[config.mk]
export PLATFORM = sky130hd
export DESIGN_NAME = alu_result_stage
export DESIGN_NICKNAME = d
export VERILOG_FILES = /design/src/rtl/alu_pkg.sv /design/src/rtl/result_mux8.sv /design/src/rtl/alu_result_stage.sv
export SDC_FILE = /design/constraint.sdc
export NUM_CORES = 1
export LEC_CHECK = 0
export ABC_CLOCK_PERIOD_IN_PS = 3600
export CAP_MARGIN = 10
export CORE_MARGIN = 1.5
export CORE_UTILIZATION = 39
export DETAILED_ROUTE_END_ITERATION = 8
export PLACE_DENSITY = 0.85
export SETUP_SLACK_MARGIN = 0.2
export SYNTH_ARGS = -nofsm -noshare
export SYNTH_HDL_FRONTEND = slang
export SYNTH_SLANG_ARGS = --single-unit
[constraint.sdc]
create_clock -name clk -period 3.6 [get_ports clk]
set_clock_uncertainty 0.1 [all_clocks]
set_input_delay 0.72 -clock clk [delete_from_list [all_inputs] [get_ports clk]]
set_output_delay 0.72 -clock clk [all_outputs]
set_load 0.03 [all_outputs]
[src/rtl/alu_pkg.sv]
// Shared ALU definitions: opcode encoding and default datapath width.
// Used by the ALU top and by the result stage.
package alu_pkg;

  localparam int ALU_W = 32;

  typedef enum logic [2:0] {
    OP_AND = 3'd0,
    OP_OR  = 3'd1,
    OP_XOR = 3'd2,
    OP_NOT = 3'd3,
    OP_ADD = 3'd4,
    OP_SUB = 3'd5,
    OP_SLT = 3'd6,
    OP_MUL = 3'd7
  } alu_op_e;

endpackage

[src/rtl/result_mux8.sv]
// Combinational 8:1 select of the ALU result bus named by the opcode.
// Every opcode is decoded, so the output is always defined.
module result_mux8
  import alu_pkg::*;
#(
  parameter int W = ALU_W
) (
  input  logic [2:0]   sel,
  input  logic [W-1:0] in_and,
  input  logic [W-1:0] in_or,
  input  logic [W-1:0] in_xor,
  input  logic [W-1:0] in_not,
  input  logic [W-1:0] in_add,
  input  logic [W-1:0] in_sub,
  input  logic [W-1:0] in_slt,
  input  logic [W-1:0] in_mul,
  output logic [W-1:0] y
);

  always_comb begin
    y = '0;
    unique case (alu_op_e'(sel))
      OP_AND: y = in_and;
      OP_OR:  y = in_or;
      OP_XOR: y = in_xor;
      OP_NOT: y = in_not;
      OP_ADD: y = in_add;
      OP_SUB: y = in_sub;
      OP_SLT: y = in_slt;
      OP_MUL: y = in_mul;
    endcase
  end

endmodule

[src/rtl/alu_result_stage.sv]
// ALU result stage: selects the op result, tags it with zero/sign flags
// and buffers it in a 2-entry valid/ready FIFO with a pop counter.
module alu_result_stage
  import alu_pkg::*;
#(
  parameter int W = ALU_W
) (
  input  logic         clk,
  input  logic         reset,
  input  logic [W-1:0] res_and,
  input  logic [W-1:0] res_or,
  input  logic [W-1:0] res_xor,
  input  logic [W-1:0] res_not,
  input  logic [W-1:0] res_add,
  input  logic [W-1:0] res_sub,
  input  logic [W-1:0] res_slt,
  input  logic [W-1:0] res_mul,
  input  logic [2:0]   op,
  input  logic         in_valid,
  output logic         in_ready,
  output logic         out_valid,
  input  logic         out_ready,
  output logic [W-1:0] out_result,
  output logic [2:0]   out_op,
  output logic         out_zero,
  output logic         out_neg,
  output logic [15:0]  result_count
);

  logic [W-1:0] sel_res;

  logic [1:0]   cnt_q, cnt_d;
  logic         wr_ptr_q, wr_ptr_d;
  logic         rd_ptr_q, rd_ptr_d;
  logic [15:0]  count_q, count_d;
  logic [W-1:0] res_q  [2];
  logic [W-1:0] res_d  [2];
  logic [2:0]   op_q   [2];
  logic [2:0]   op_d   [2];
  logic         zero_q [2];
  logic         zero_d [2];
  logic         neg_q  [2];
  logic         neg_d  [2];

  logic push;
  logic pop;

  result_mux8 #(.W(W)) u_mux (
    .sel    (op),
    .in_and (res_and),
    .in_or  (res_or),
    .in_xor (res_xor),
    .in_not (res_not),
    .in_add (res_add),
    .in_sub (res_sub),
    .in_slt (res_slt),
    .in_mul (res_mul),
    .y      (sel_res)
  );

  // Ready comes from occupancy only, so no path from out_ready.
  assign in_ready  = (cnt_q != 2'd2);
  assign out_valid = (cnt_q != 2'd0);
  assign push      = in_valid && in_ready;
  assign pop       = out_valid && out_ready;

  always_comb begin
    cnt_d    = cnt_q;
    wr_ptr_d = wr_ptr_q;
    rd_ptr_d = rd_ptr_q;
    count_d  = count_q;
    res_d    = res_q;
    op_d     = op_q;
    zero_d   = zero_q;
    neg_d    = neg_q;

    if (push) begin
      res_d[wr_ptr_q]  = sel_res;
      op_d[wr_ptr_q]   = op;
      zero_d[wr_ptr_q] = (sel_res == '0);
      neg_d[wr_ptr_q]  = sel_res[W-1];
      wr_ptr_d         = ~wr_ptr_q;
    end

    if (pop) begin
      rd_ptr_d = ~rd_ptr_q;
      count_d  = count_q + 16'd1;
    end

    unique case ({push, pop})
      2'b10:   cnt_d = cnt_q + 2'd1;
      2'b01:   cnt_d = cnt_q - 2'd1;
      default: cnt_d = cnt_q;
    endcase
  end

  always_ff @(posedge clk) begin
    if (reset) begin
      cnt_q    <= '0;
      wr_ptr_q <= 1'b0;
      rd_ptr_q <= 1'b0;
      count_q  <= '0;
      res_q    <= '{default: '0};
      op_q     <= '{default: '0};
      zero_q   <= '{default: 1'b0};
      neg_q    <= '{default: 1'b0};
    end else begin
      cnt_q    <= cnt_d;
      wr_ptr_q <= wr_ptr_d;
      rd_ptr_q <= rd_ptr_d;
      count_q  <= count_d;
      res_q    <= res_d;
      op_q     <= op_d;
      zero_q   <= zero_d;
      neg_q    <= neg_d;
    end
  end

  assign out_result   = res_q[rd_ptr_q];
  assign out_op       = op_q[rd_ptr_q];
  assign out_zero     = zero_q[rd_ptr_q];
  assign out_neg      = neg_q[rd_ptr_q];
  assign result_count = count_q;

endmodule

Word level (Yosys, flattened, before mapping)
Index checks and enable logic that the tools add are counted.

Bits in registers: 94. Output and inout port bits: 55.

Add/subtract/negate cells: 3. Magnitude comparators: 3. Eq/ne operators: 10. Muxes and demuxes: 24. Bitwise operators: 4. Reductions and logical operators: 7.

Operators with widths (number): $pmux W32 S8 (1); $mux W32 (4); $bwmux W64 (1); $demux W32 S1 (1); $logic_not A32 Y1 (1); $add A16 B1 Y16 const B (1); $eq A3 B3 Y1 const B (4); $mux W3 (4); $mux W1 (7); $bwmux W6 (1); $eq A3 B2 Y1 const B (2); $bwmux W2 (2); $ge A2 B2 Y1 const B (2); $not A1 Y2 (2); $pmux W2 S2 (1); $reduce_bool A2 Y1 (2); $demux W3 S1 (1); $eq A3 B1 Y1 const B (1); $logic_and A1 B1 Y1 (3); $logic_not A3 Y1 (1); $add A2 B1 Y2 const B (1); $eq A2 B1 Y1 const B (1); $eq A2 B2 Y1 const B (1); $lt A2 B1 Y1 const B (1); other kinds (4) (5).

Longest topological paths before layout
Word-level depth: 6. Gate-level depth with buffers: 10. Depth with buffers taken out: 7.

Modules after synthesis
A second synthesis with hierarchy kept.

Cells, all modules: 773. Area, all modules: 6173.4 um2.

Modules (own cells, without submodules): alu_result_stage (instances 1, cells an instance 467, area each 3928.8 um2); result_mux8 (instances 1, cells an instance 306, area each 2244.7 um2).

Worst setup path after synthesis
No wires, ideal clock.

Kind: in2reg. Start: in op[1]. End: reg zero_q[0] in the netlist's numbering. Library setup time: 0.087 ns. Arrival: 2.560 ns. Data required time: 3.413 ns. Slack: 0.853 ns. Stages on the path: 7. Cell sequence: buf_6 -> buf_6 -> mux4_2 -> o21ai_0 -> nand4_1 -> or4_1 -> o31ai_1.

Cells in the longest elaborated chain, start to end: 4. Elaborated cells between the ends (all ways): 11. Classes of those cells: 7 x eq/ne; 2 x mux; 2 x reduce/logical.

RTL lines: start, declared (RTL line alu_result_stage.sv:18) `input logic [2:0] op,`; $eq A3 B3 Y1 (tied with other cells) (RTL line result_mux8.sv:22) `unique case (alu_op_e'(sel))`; $pmux W32 S8 (*) (RTL line result_mux8.sv:22); $logic_not A32 Y1 (*) (RTL line alu_result_stage.sv:80) `zero_d[wr_ptr_q] = (sel_res == '0);`; $bwmux W2 (*) (RTL line alu_result_stage.sv:80); end signal, assigned (RTL line alu_result_stage.sv:114) `zero_q <= zero_d;`; end, declared (RTL line alu_result_stage.sv:40) `logic zero_q [2];`.

Every way passes the cells marked *; elsewhere a longest branch is shown, timed or not. A chain may end at the register's enable or synchronous reset.

Worst setup path in the final report
Start: in op[2]. End: reg zero_q[1] in the netlist's numbering.

The elaborated chain is that of the path after synthesis.

==> out/qor.yml <==
critPathKind: "input pin to register"
synth_nets: 891
cts_hold_buf: 0
htreeDepth: 3
dp_hpwl_mm: 18.8
clk_pin_slew_ns: 0.06
first_pass_iters: 5
viasPerCell: 5.69
grt_max_degree: 42
cts_tree: "done"
die-width_um: 124
groute.usage.overall: 0.295
critPathCaptureType: "register"
drt-initial-drc-count: 672
fin_nets: 1198
synth_most_common_cell: "dfxtp_1"
final-hold-violation-count: 0
finalNonFillerCells: 1124
peakVddDrop_uv: 267
fin_tns_setup_ns: 0
cts_buffers: 9
yosysTopAreaCell: "dfxtp_1"
fin_util: 0.653
synth_common_cells: "92 x dfxtp_1, 75 x nand2_1, 64 x nor2_1, 50 x o21ai_0, 49 x mux2_2"
critPathLaunchType: "input pin"
relSlewSlack: 0.462
critical_path_arrival_ns: 3.32
numPortBuffers: 317
postSynth.asyncResetShare: 0
crit_path_top_delay_cell: "clkdlybuf4s50_1"
rsz0062_at_grt: "false"
synth-seq-cells: 92
required_ns: 3.75
grt_pass1_vias: 6057
p_leak_nw: 3.52
clock_sinks: 92
outcome: "complete, no violations"
wl_per_cell_um: 21.0
pin_count: 318
overflow: 0
crit_path_frequent_cell: "buf_4"
fmax_ghz: 0.315
initial_core_util: 0.397
die_height_um: 124
synth_top_area_frac: 0.322
ctsResizeCount: 0
synth_cells: 626
crit_path_max_fanout: 26
period_needed_ns: 3.18
synthTopCellsByArea: "dfxtp_1 32%, mux2_2 9.6%, mux4_2 6.7%"
wl_met2_mm: 10.9
fillCellCount: 1176
power.density_nw_per_um2: 411
maxUsedRoutingLayer: "met5"
ys_seq_area_frac: 0.322
areaGrowthSynthToFinish_pct: 64.5
final_layout_size_suffix_gt1_frac: 0.132
yosysWarnings: 0
antenna_found_initial: 5
worst_pin_slew_ns: 0.807
drc_errors: 0
synth_edf_count: 0
drv_cap: 0
cts_root_buf: "clkbuf_16"
fin_crit_sh: 0.882
grt_pass1_wl_mm: 33.8
setup_viol: 0
synthFlopType: "dfxtp_1"
die_area_um2: 15400
syn_area_um2: 5720
hold_class: "register to register"
clk_latency_ns: 0.34
slew_viol_final: 0
ant_nets: 0
clock_path_buffers: 2
wl_met1_mm: 9.45
synth_cell_types: 49
dr_wl_met3_mm: 2.26
wl_mm: 23.6
post_cts_buffers: 0
core_area_um2: 14400
core.rowCount: 44
gp_congestion: 0.946
place_inst: 1106
slowest_delay_ns: 0.59
synth_area_per_cell_um2: 9.14
worstPathCellList: "clkdlybuf4s50_1 > buf_4 > nor2b_1 > buf_4 > a221oi_1 > o211ai_1 > o21a_1 > nor4_1 > nand3_1 > o31ai_1"
vias: 6396
[registers in the layout (all words and copies together) (netlist names)]
signal / cells
res_q: 64
result_count: 16
op_q: 6
cnt_q: 2
zero_q: 2
rd_ptr_q: 1
wr_ptr_q: 1
[layout by cell type (no fill, tap or decap), types with 3 or more instances in the layout]
cell type        synthesis  routed
nand3_1                  7       7
or2_2                    3       3
o21ai_0                 50      50
o211ai_1                 9       9
nand4_1                  3       3
mux4_1                  10      10
a221oi_1                20      20
and3_1                   4       4
xor2_1                  11      11
a211oi_1                10      10
clkdlybuf4s50_1          0     314
nor2_1                  64      63
o21a_1                   9       9
a22o_1                  12      12
nand2b_1                 6       6
a21oi_1                 33      33
mux2i_1                 29      29
xnor2_1                  4       4
dfxtp_1                 92      92
clkbuf_16                0       9
a22oi_1                 22      22
mux2_2                  49      49
diode_2                  0       3
buf_4                    8      30
mux4_2                  17      17
nand2_1                 75      75
nor3_1                   3       3
or3_1                    5       5
nor2b_1                  3       3
[power breakdown]
part	total [W]	switching, W	internal, W	leakage, nW
logic	0.00166	0.000835	0.000824	2.63
registers	0.00122	0.0000755	0.00114	0.751
clock network	0.000991	0.000389	0.000602	0.148
[path summary, 6_finish.rpt]
path                  from   endpoint  slack [ns]  depth (start not counted)
setup / recovery     op[2]  zero_q[1]        0.42                         10
hold / removal    res_q[0]   res_q[0]        0.36                          2
hold reg to reg   res_q[0]   res_q[0]        0.36                          2
setup reg to reg  cnt_q[0]  res_q[46]        1.34                          7
[stage by stage]
step,setup slack (ns),cell area (um^2),hold WS [ns],total power [W]
6_report,0.425,9410,0.355,0.00387
5_1_grt,0.310,9410,0.375,0.00403
4_1_cts,0.456,9410,0.356,0.00386
3_5_place_dp,0.111,9100,0.337,0.00287
3_3_place_gp,0.202,9100,0.327,0.00285
2_1_floorplan,0.853,5720,0.319,0.00215
[cell families after synthesis]
logic type,synth area share
xor+xnor,0.0229
compound gates,0.197
simple gates,0.142
flops,0.322
mux,0.260
buf+inv,0.0527
fa+ha+maj,0.00437
[worst max-delay path: cells and delay by family]
| family | cells | cell delay [ns] |
|---|---|---|
| AOI/OAI and AO/OA | 4 | 0.91 |
| and+or+nand+nor | 3 | 0.59 |
| buffers and inverters | 3 | 1.09 |
[layer usage]
layer  vias to the layer above  track usage
li1                       2939            -
met1                      3002        0.394
met2                       382        0.458
met3                        67       0.0728
met4                         6        0.118
met5                         -            0
[layout make-up]
cell class / count / area (um^2) / area share
multi-input cells: 479 / 3600 / 0.382
repair buffers: 348 / 3420 / 0.363
flip-flops and latches: 92 / 1840 / 0.196
well taps: 184 / 230 / 0.0245
clock buffers: 10 / 229 / 0.0243
clock inverters: 5 / 77.6 / 0.00824
inverters: 3 / 11.3 / 0.00120
diodes: 3 / 7.51 / 0.000797
Power figures use the tool's default switching activity.
